**src/rtl/fetch_pkg.sv**
```systemverilog
// Shared definitions for the fetch stage: LEGv8 opcode constants, bubble word,
// FSM state and the RAW scoreboard entry.
package fetch_pkg;

    localparam logic [31:0] NOP_INSTR = 32'h8b1f03ff;

    localparam logic [10:0] OP_ADD  = 11'b10001011000;
    localparam logic [10:0] OP_SUB  = 11'b11001011000;
    localparam logic [10:0] OP_AND  = 11'b10001010000;
    localparam logic [10:0] OP_ORR  = 11'b10101010000;
    localparam logic [10:0] OP_LDUR = 11'b11111000010;
    localparam logic [10:0] OP_STUR = 11'b11111000000;
    localparam logic [7:0]  OP_CBZ  = 8'b10110100;

    localparam logic [4:0]  XZR = 5'd31;

    typedef enum logic {RUN, BR_WAIT} state_t;

    typedef struct packed {
        logic       v;
        logic [4:0] r;
    } sb_entry_t;

    // XZR reads are constant zero, so they can never depend on a writer.
    function automatic logic src_hit(input logic v, input logic [4:0] r,
                                     input sb_entry_t a, input sb_entry_t b);
        return v && (r != XZR) && ((a.v && a.r == r) || (b.v && b.r == r));
    endfunction

endpackage

```
**src/rtl/instr_class_dec.sv**
```systemverilog
// Combinational register-usage decode of a fetched LEGv8 word.
module instr_class_dec
    import fetch_pkg::*;
(
    input  logic [31:0] instr,
    output logic        has_dest,
    output logic [4:0]  dest,
    output logic        src_a_v,
    output logic [4:0]  src_a,
    output logic        src_b_v,
    output logic [4:0]  src_b,
    output logic        is_cbz
);

    logic [10:0] op;
    logic        unused_bits;

    assign op          = instr[31:21];
    assign unused_bits = ^instr[15:10];

    always_comb begin
        has_dest = 1'b0;
        dest     = instr[4:0];
        src_a_v  = 1'b0;
        src_a    = instr[9:5];
        src_b_v  = 1'b0;
        src_b    = instr[20:16];
        is_cbz   = 1'b0;
        if (op == OP_ADD || op == OP_SUB || op == OP_AND || op == OP_ORR) begin
            has_dest = 1'b1;
            src_a_v  = 1'b1;
            src_b_v  = 1'b1;
        end else if (op == OP_LDUR) begin
            has_dest = 1'b1;
            src_a_v  = 1'b1;
        end else if (op == OP_STUR) begin
            src_a_v  = 1'b1;
            src_b_v  = 1'b1;
            src_b    = instr[4:0];
        end else if (op[10:3] == OP_CBZ) begin
            src_a_v  = 1'b1;
            src_a    = instr[4:0];
            is_cbz   = 1'b1;
        end
    end

endmodule

```
**src/rtl/fetch_scheduler.sv**
```systemverilog
// Fetch-stage controller: owns the PC, loads IF/ID and inserts hardware bubbles
// for RAW hazards against the two youngest writers and for the CBZ shadow.
//
//   state   | meaning
//   RUN     | fetching; bubble only on a RAW hazard
//   BR_WAIT | CBZ issued; bubble every cycle until br_resolve
module fetch_scheduler
    import fetch_pkg::*;
#(
    parameter int            N   = 32,
    parameter int            PCW = 64,
    parameter logic [N-1:0]  NOP = NOP_INSTR
) (
    input  logic           clk,
    input  logic           reset,
    output logic [6:0]     imem_addr,
    input  logic [N-1:0]   imem_q,
    input  logic           br_resolve,
    input  logic           br_taken,
    input  logic [PCW-1:0] br_target,
    output logic [N-1:0]   ifid_instr,
    output logic [PCW-1:0] ifid_pc,
    output logic           ifid_valid,
    output logic [15:0]    stall_cnt
);

    state_t         state;
    logic [PCW-1:0] pc;
    sb_entry_t      d1, d2;

    logic           has_dest, src_a_v, src_b_v, is_cbz, hazard;
    logic [4:0]     dest, src_a, src_b;

    instr_class_dec u_dec (
        .instr    (imem_q[31:0]),
        .has_dest (has_dest),
        .dest     (dest),
        .src_a_v  (src_a_v),
        .src_a    (src_a),
        .src_b_v  (src_b_v),
        .src_b    (src_b),
        .is_cbz   (is_cbz)
    );

    assign imem_addr = pc[8:2];

    always_comb begin
        hazard = src_hit(src_a_v, src_a, d1, d2) || src_hit(src_b_v, src_b, d1, d2);
    end

    always_ff @(posedge clk) begin
        if (reset) begin
            state      <= RUN;
            pc         <= '0;
            d1         <= '0;
            d2         <= '0;
            ifid_instr <= NOP;
            ifid_pc    <= '0;
            ifid_valid <= 1'b0;
            stall_cnt  <= '0;
        end else begin
            d2      <= d1;
            ifid_pc <= pc;
            if (state == RUN && !hazard) begin
                ifid_instr <= imem_q;
                ifid_valid <= 1'b1;
                pc         <= pc + PCW'(4);
                d1         <= '{v: has_dest && (dest != XZR), r: dest};
                if (is_cbz)
                    state <= BR_WAIT;
            end else begin
                ifid_instr <= NOP;
                ifid_valid <= 1'b0;
                d1         <= '0;
                if (stall_cnt != 16'hFFFF)
                    stall_cnt <= stall_cnt + 16'd1;
                // PC already points past the CBZ, so not-taken just resumes.
                if (state == BR_WAIT && br_resolve) begin
                    if (br_taken)
                        pc <= br_target;
                    state <= RUN;
                end
            end
        end
    end

    a_no_resolve_in_run: assert property (
        @(posedge clk) disable iff (reset) !(br_resolve && state == RUN)
    );

endmodule

```
**config.mk**
```make
export PLATFORM = sky130hd
export DESIGN_NAME = fetch_scheduler
export DESIGN_NICKNAME = d
export VERILOG_FILES = /design/src/rtl/fetch_pkg.sv /design/src/rtl/instr_class_dec.sv /design/src/rtl/fetch_scheduler.sv
export SDC_FILE = /design/constraint.sdc
export NUM_CORES = 1
export LEC_CHECK = 0
export ABC_AREA = 1
export CAP_MARGIN = 20
export CORE_ASPECT_RATIO = 1.1
export CORE_UTILIZATION = 40
export DETAILED_ROUTE_END_ITERATION = 7
export HOLD_SLACK_MARGIN = 0.1
export PLACE_DENSITY_LB_ADDON = 0.25
export REMOVE_ABC_BUFFERS = 1
export SLEW_MARGIN = 25
export SYNTH_ARGS = -nofsm -noshare
export SYNTH_HDL_FRONTEND = slang
export SYNTH_SLANG_ARGS = --single-unit
```
**constraint.sdc**
```tcl
create_clock -name clk -period 4.3 [get_ports clk]
set_input_delay 0.86 -clock clk [delete_from_list [all_inputs] [get_ports clk]]
set_output_delay 0.86 -clock clk [all_outputs]
set_load 0.05 [all_outputs]
```
==> results of run 1 <==
==> worst reg2reg max path, delay by kind of cell, from the launching register on <==
family	cells	cell delay [ns]
AND/OR/NAND/NOR	9	2.17
XOR/XNOR	1	0.18
flip-flops	1	0.37
buffers and inverters	1	0.14
==> logic make-up after synthesis <==
family,Yosys count
AO/OA/AOI/OAI,85
XOR/XNOR,71
adder cells (fa/ha/maj),2
buffers and inverters,278
flip-flops,190
AND/OR/NAND/NOR,829
==> power groups by stage <==
stage | logic [mW] | clock network (mW) | registers (mW)
final | 0.364 | 1.76 | 1.80
after global routing | 0.395 | 1.86 | 1.80
after CTS | 0.366 | 1.78 | 1.80
after detailed placement | 0.364 | 0 | 1.84
after global placement | 0.366 | 0 | 1.84
after floorplan | 0.0954 | 0 | 1.91
==> metal layers <==
metal	vias up	wire length [µm]
li1	4940	-
met1	4468	14100
met2	376	13900
met3	50	2150
met4	0	729
met5	-	0
==> layout by cell type, fill, tap and decap left out, types with 6 or more instances in the layout <==
master,n
clkdlybuf4s50_1,218
inv_1,214
clkbuf_16,17
xor2_1,65
nand3_1,122
buf_4,8
xnor2_1,6
or2_0,13
nor4_1,10
nor2_1,197
a21oi_1,15
nand2_1,355
dfxtp_1,190
nor3_1,39
o21ai_0,66
nand4_1,71
nand2_2,8
==> worst max path at each step <==
stage,startpoint,to,slack (ns)
floorplan,imem_q[27],pc[49]$_SDFFE_PP0P_,0.75
global placement,imem_q[31],pc[4]$_SDFFE_PP0P_,0.44
detailed placement,imem_q[31],ifid_instr[5]$_SDFF_PP1_,0.35
CTS,imem_q[31],pc[55]$_SDFFE_PP0P_,0.79
global route,imem_q[24],pc[60]$_SDFFE_PP0P_,0.47
finish,imem_q[31],pc[55]$_SDFFE_PP0P_,0.73
==> state kept, by name, summed over array words and instances, names as in the netlist <==
signal      count
pc             64
ifid_pc        64
stall_cnt      16
ifid_valid      1
state           1
d2              6
ifid_instr     32
d1              6
==> cell type report <==
type / instances / area [µm²] / area share (%)
Clock buffer: 18 / 429 / 3.38
Clock inverter: 14 / 205 / 1.62
Inverter: 219 / 822 / 6.47
Multi-Input combinational cell: 987 / 4740 / 37.3
Sequential cell: 190 / 3800 / 29.9
Tap cell: 305 / 382 / 3.00
Timing Repair Buffer: 231 / 2330 / 18.3
==> impl_results.md, run 1 <==
* Status: complete, no violations
* CORE AREA at 23700 µm²
* Met3 Use GR at 5.52%
* Tmin final at about 3.6 ns
* Worst EP required at 4.67 ns
* Layout cell share with drive strength beyond 1 at ~4.2%
* Post-synthesis cell type count at 32
* Synthesized flop and latch total at 190
* Die X-Extent at 150 µm
* Seq pwr share at between 40% and 50%
* Layout Cells excl Fill at 1964
* RSZ-0062 raised after global routing: false
* Rel. slew slack at 38.7%
* LEAKAGE at 5.38 nW
* Total number of vias at 9834
* CTS buffer count at 17
* Cell count along the critical path at 18
* Clock Tree Buf Depth at 2
* Setup bufs post-CTS at 0
* Ports at 220
* Largest net degree at the start of global routing at 66
* Clock-pin slew on the worst setup and hold paths at roughly 0.070 ns
* Fin crit share at 83.1%
* Top Family by Delay on Critical Path: simple AND/OR/NAND/NOR gates
* Synthesized cell area at slightly below 10000 µm²
* Syn. warnings at 0
* Starting DRT DRC Count at 672
* Post-CTS sizing at 0
* RR Startpoint: pc[2]$_SDFFE_PP0P_
* Worst min path class: flop to flop
* Placed cell area at 12100 µm²
* Worst IR Drop VDD at 0.247 mV
* Setup Viol. Count Final at 0
* Grt ovf at 0
* Clock share of power at 44.8%
* WL final at ~31000 µm
* Initial antenna violation count at 0
* Synth Area per Inst at roughly 6.6 µm²
* Power Total at 3.92 mW
* Fillers at 2316
* Kind of critical path: input port to flop
* Crit. End Element: flop
* CP Buf/Inv Count at 3
* GRT Overall Usage at 25.3%
* First-pass GRT wire length at 48500 µm
* Switching power at 990 µW
* Top cells by count, synth: 355 x nand2_1, 214 x inv_1, 197 x nor2_1
* Routability congestion estimate at roughly 0.95
* Share of the synthesized area in the top cell type at 39.3%
* Mux contribution to synthesized area at 0%
* Post-detail-place hpwl at 22500 µm
* IO Port Bufs at 219
* Die Span Y at ~170 µm
* Cell area power density at just over 300 nW/µm²
* R2r endpoint: pc[63]$_SDFFE_PP0P_
* Met2 usage at 40.2%
* Hold Path Stages at 2
* Met1 Use GR at 33.7%
* Remaining DRCs at 0
* Worst reg-to-reg path cell count at 11
* Vias/cell at 5.01
* Total placed cells including tap cells at 1932
* Crit Path Max Fanout at 38
* Final core area utilization at 53.6%
* CP cell instances: clkdlybuf4s50_1, nand2_2, nor2_4, nand2_2, nand2_1, nand2_1, nand2_1, nand2_1, nor2_1, nand3_1, nand2_1, nand2_4, nand3_2, nand2_1, inv_2, buf_12, nand2_1, nand2_1
* Area leader, netlist: dfxtp_1
* H-tree depth at 4
* Comb power frac at about a tenth
* Area growth, synth to finish at 31.3%
* Setup TNS Final at 0 ns
* Post-route cell area at 12700 µm²
* Slowest stage delay, CP at 0.57 ns
* Vias in the first global route at about 9200
* Clk_skew at around 0.013 ns
* WHS at around 0.42 ns
* Iteration count of the initial detailed-routing pass at 5
* Cell mode on critical path: nand2_1
* Pre-CTS setup slack at 0.353 ns
* Synth Area in Simple Gates at 37.8%
* Sequential share of the synthesized area at 39.3%
* Fmax at 280 MHz
* Most used DFF post-synth: dfxtp_1
* Post-Synth XOR/XNOR Area at 6.43%
* Largest family of logic cells by synthesized area: simple AND/OR/NAND/NOR gates
* Worst-Margin Slew at 0.910 ns
* Clk root buf: clkbuf_16
* Max cap viols at 0
* Top cells by area, synth: dfxtp_1 39%, nand2_1 14%, inv_1 8.3%, nor2_1 7.6%, nand3_1 6.3%
* Fin worst setup slack at 0.728 ns
* Site Rows at 59
* Switching share of power at 25.3%
* Clock latency on the worst-skew pair at 0.44 ns
* Ant diodes at 0
* Routed wire per std cell at 15.7 µm
* Critical Path Start Type: input port
* Post-route antenna net violation count at 0
* Post-synth ARST share at 0%
* Crit-path slowest cell: clkdlybuf4s50_1
* Cell Int Power at 2.93 mW
* CTS tree: built
* Nets at about 1700
* Worst hold path startpoint: pc[0]$_SDFFE_PP0P_
* Count leader, synth: nand2_1
* Hold Crit Endpoint: ifid_pc[0]$_SDFF_PP0_
* Post-Synthesis Cells at roughly 1500
* Final hold viol count at 0
* Initial cell density of the core at 40.8%
* Busiest grt layer: met2
* Slew Viols, Final at 0
* # hold bufs at CTS at 0
* Post-Synth Adder-Cell Area at 0.259%
* Die area at roughly 25000 µm²
* Number of flops mapped to enable cells by yosys at 0
* Crit path DAT at 3.94 ns
* Flop2flop setup slack at 1.36 ns
* Num Clock Sinks at 190
* Synth Area in Compound Gates at 4.51%
(Power assumes the default switching activity.)
==> run 2: changes to the inputs <==
==> constraint.sdc (replaced) <==
create_clock -name clk -period 3.4 [get_ports clk]
set_input_delay 0.68 -clock clk [delete_from_list [all_inputs] [get_ports clk]]
set_output_delay 0.68 -clock clk [all_outputs]
set_load 0.05 [all_outputs]
==> run 2 against run 1 <==
Effect of this change:
- die area did not move
- setup slack got worse by 0.33 ns
- cell area rose by 0.74%
- non-clock buffer count rose by 19
- sequential power rose by 26%
==> impl_results.md, run 2 (synthesized netlist as in run 1, its figures left out) <==
* Status: complete, no violations
* Iteration count of the initial detailed-routing pass at 8 (+3)
* Post-CTS sizing at 0 (unchanged)
* Starting DRT DRC Count at 627 (-6.7%)
* Nets at 1767 (+1.1%)
* Setup TNS Final at 0 ns (unchanged)
* Setup bufs post-CTS at 0 (unchanged)
* Crit path DAT at 3.34 ns (-0.60 ns)
* Die X-Extent at 150 µm (unchanged)
* CTS buffer count at 17 (unchanged)
* Post-detail-place hpwl at 23200 µm (+2.9%)
* Tmin final at 3.00 ns
* Site Rows at 59 (unchanged)
* Setup Viol. Count Final at 0 (unchanged)
* Critical Path Start Type: input port
* Most common cell after layout, fill and taps aside: nand2_1
* Ports at 220 (unchanged)
* CTS tree: built
* Vias/cell at 4.96 (-0.93%)
* # hold bufs at CTS at 0 (unchanged)
* Initial cell density of the core at 40.8% (unchanged)
* Worst EP required at 3.74 ns (-0.93 ns)
* Most frequent cells in the layout: 355 x nand2_1, 218 x clkdlybuf4s50_1, 214 x inv_1, 197 x nor2_1, 190 x dfxtp_1
* Clock latency on the worst-skew pair at 0.44 ns (about the same)
* Largest net degree at the start of global routing at 45 (-32%)
* Fin worst setup slack at 0.398 ns (-0.330 ns)
* Multi-input gate area in the final layout at 4740 µm² (unchanged)
* Initial antenna violation count at 0 (unchanged)
* Die Span Y at 165 µm (unchanged)
* WL final at 30900 µm (about the same)
* Seq. cell area at 3800 µm² (unchanged)
* Cell area power density at 374 nW/µm² (+21%)
* Post-route cell area at 12800 µm² (+0.74%)
* Slew Viols, Final at 0 (unchanged)
* Clock-pin slew on the worst setup and hold paths at 0.07 ns (about the same)
* Vias in the first global route at 9354 (+1.2%)
* CORE AREA at 23700 µm² (unchanged)
* Final core area utilization at 54.0% (+0.40 points)
* Placed cell area at 12200 µm² (+1.2%)
* Die area at 24800 µm² (unchanged)
* Fmax at approximately 330 MHz
* Pre-CTS setup slack at -0.0434 ns (-0.397 ns)
* H-tree depth at 4 (unchanged)
* GRT Overall Usage at 25.5% (+0.25 points)
* First-pass GRT wire length at 49000 µm (+1.1%)
* Worst IR Drop VDD at 0.298 mV (+21%)
* Area growth, synth to finish at 32.3%
* Total number of vias at 9837 (+0.031%)
* Post-route antenna net violation count at 0 (unchanged)
* Ant diodes at 0 (unchanged)
* Crit Path Max Fanout at 29 (-24%)
* Routability congestion estimate at 0.946 (about the same)
* Largest regs: ifid_pc (64), pc (64), ifid_instr (32)
* IO Port Bufs at 219 (unchanged)
* Clk root buf: clkbuf_16
* Final hold viol count at 0 (unchanged)
* Worst-Margin Slew at 0.624 ns (-0.287 ns)
* Fin crit share at 88.3%
* Max cap viols at 0 (unchanged)
* Clk_skew at 0.0115 ns (-0.00172 ns)
* Clock Tree Buf Depth at 2 (unchanged)
* Num Clock Sinks at 190 (unchanged)
* Worst min path class: flop to flop
* Crit. End Element: flop
* Remaining DRCs at 0 (unchanged)
* Rel. slew slack at 58.1% (+19 points)
* Fillers at 2354 (+1.6%)
* Layout cell share with drive strength beyond 1 at 5.30% (+1.1 points)
* Grt ovf at 0 (unchanged)
* RSZ-0062 raised after global routing: false
* Kind of critical path: input port to flop
* LEAKAGE at 5.45 nW (+1.3%)
* Routed wire per std cell at 15.6 µm (-1.0%)
run 2: critical path, stage by stage:
cell	delay [ns]
clkdlybuf4s50_1	0.44
nor2_1	0.17
nand2_1	0.16
nor2_4	0.22
nand2_2	0.16
nand2_1	0.15
nand2_1	0.10
nand2_1	0.06
nand2_1	0.05
nor2_1	0.12
nand3_1	0.08
nand2_1	0.10
nand2_4	0.08
nand3_2	0.16
buf_12	0.20
nand2_4	0.14
o21ai_0	0.19
nor2_1	0.06
run 2: path summary, 6_finish.rpt:
check | startpoint | to | slack (ns) | depth (start not counted)
setup reg to reg | pc[2]$_SDFFE_PP0P_ | pc[63]$_SDFFE_PP0P_ | 0.64 | 11
setup / recovery | imem_q[24] | stall_cnt[1]$_SDFFE_PP0P_ | 0.40 | 18
hold reg to reg | pc[0]$_SDFFE_PP0P_ | ifid_pc[0]$_SDFF_PP0_ | 0.42 | 2
hold / removal | pc[0]$_SDFFE_PP0P_ | ifid_pc[0]$_SDFF_PP0_ | 0.42 | 2
run 2: power breakdown:
group | switching [mW] | leakage, nW | internal [mW]
clock network | 0.982 | 0.283 | 1.06
registers | 0.0163 | 1.54 | 2.26
logic | 0.264 | 3.62 | 0.198
total | 1.26 | 5.45 | 3.52
run 2: layout make-up:
cell class	instances	area share [%]
Timing Repair Buffer	250	19.3
Sequential cell	190	29.7
Clock inverter	13	1.11
Multi-Input combinational cell	987	37.0
Tap cell	305	2.98
Inverter	219	6.42
Clock buffer	19	3.46
run 2: metrics by stage:
step	hold slack (ns)	cells	power [mW]
global placement	0.404	1951	2.79
detailed placement	0.410	1951	2.79
finish	0.420	1983	4.78
CTS	0.421	1983	4.82
floorplan	0.400	1396	2.54
global route	0.468	1983	4.95
run 2: layer usage:
metal  GRT usage [%]  share of wire [%]  wire (µm)
met1            34.1                 46      14100
met2            41.2                 46      14200
met3            4.92                6.7       2060
met4            8.03                1.6        496
met5               0                  0          0
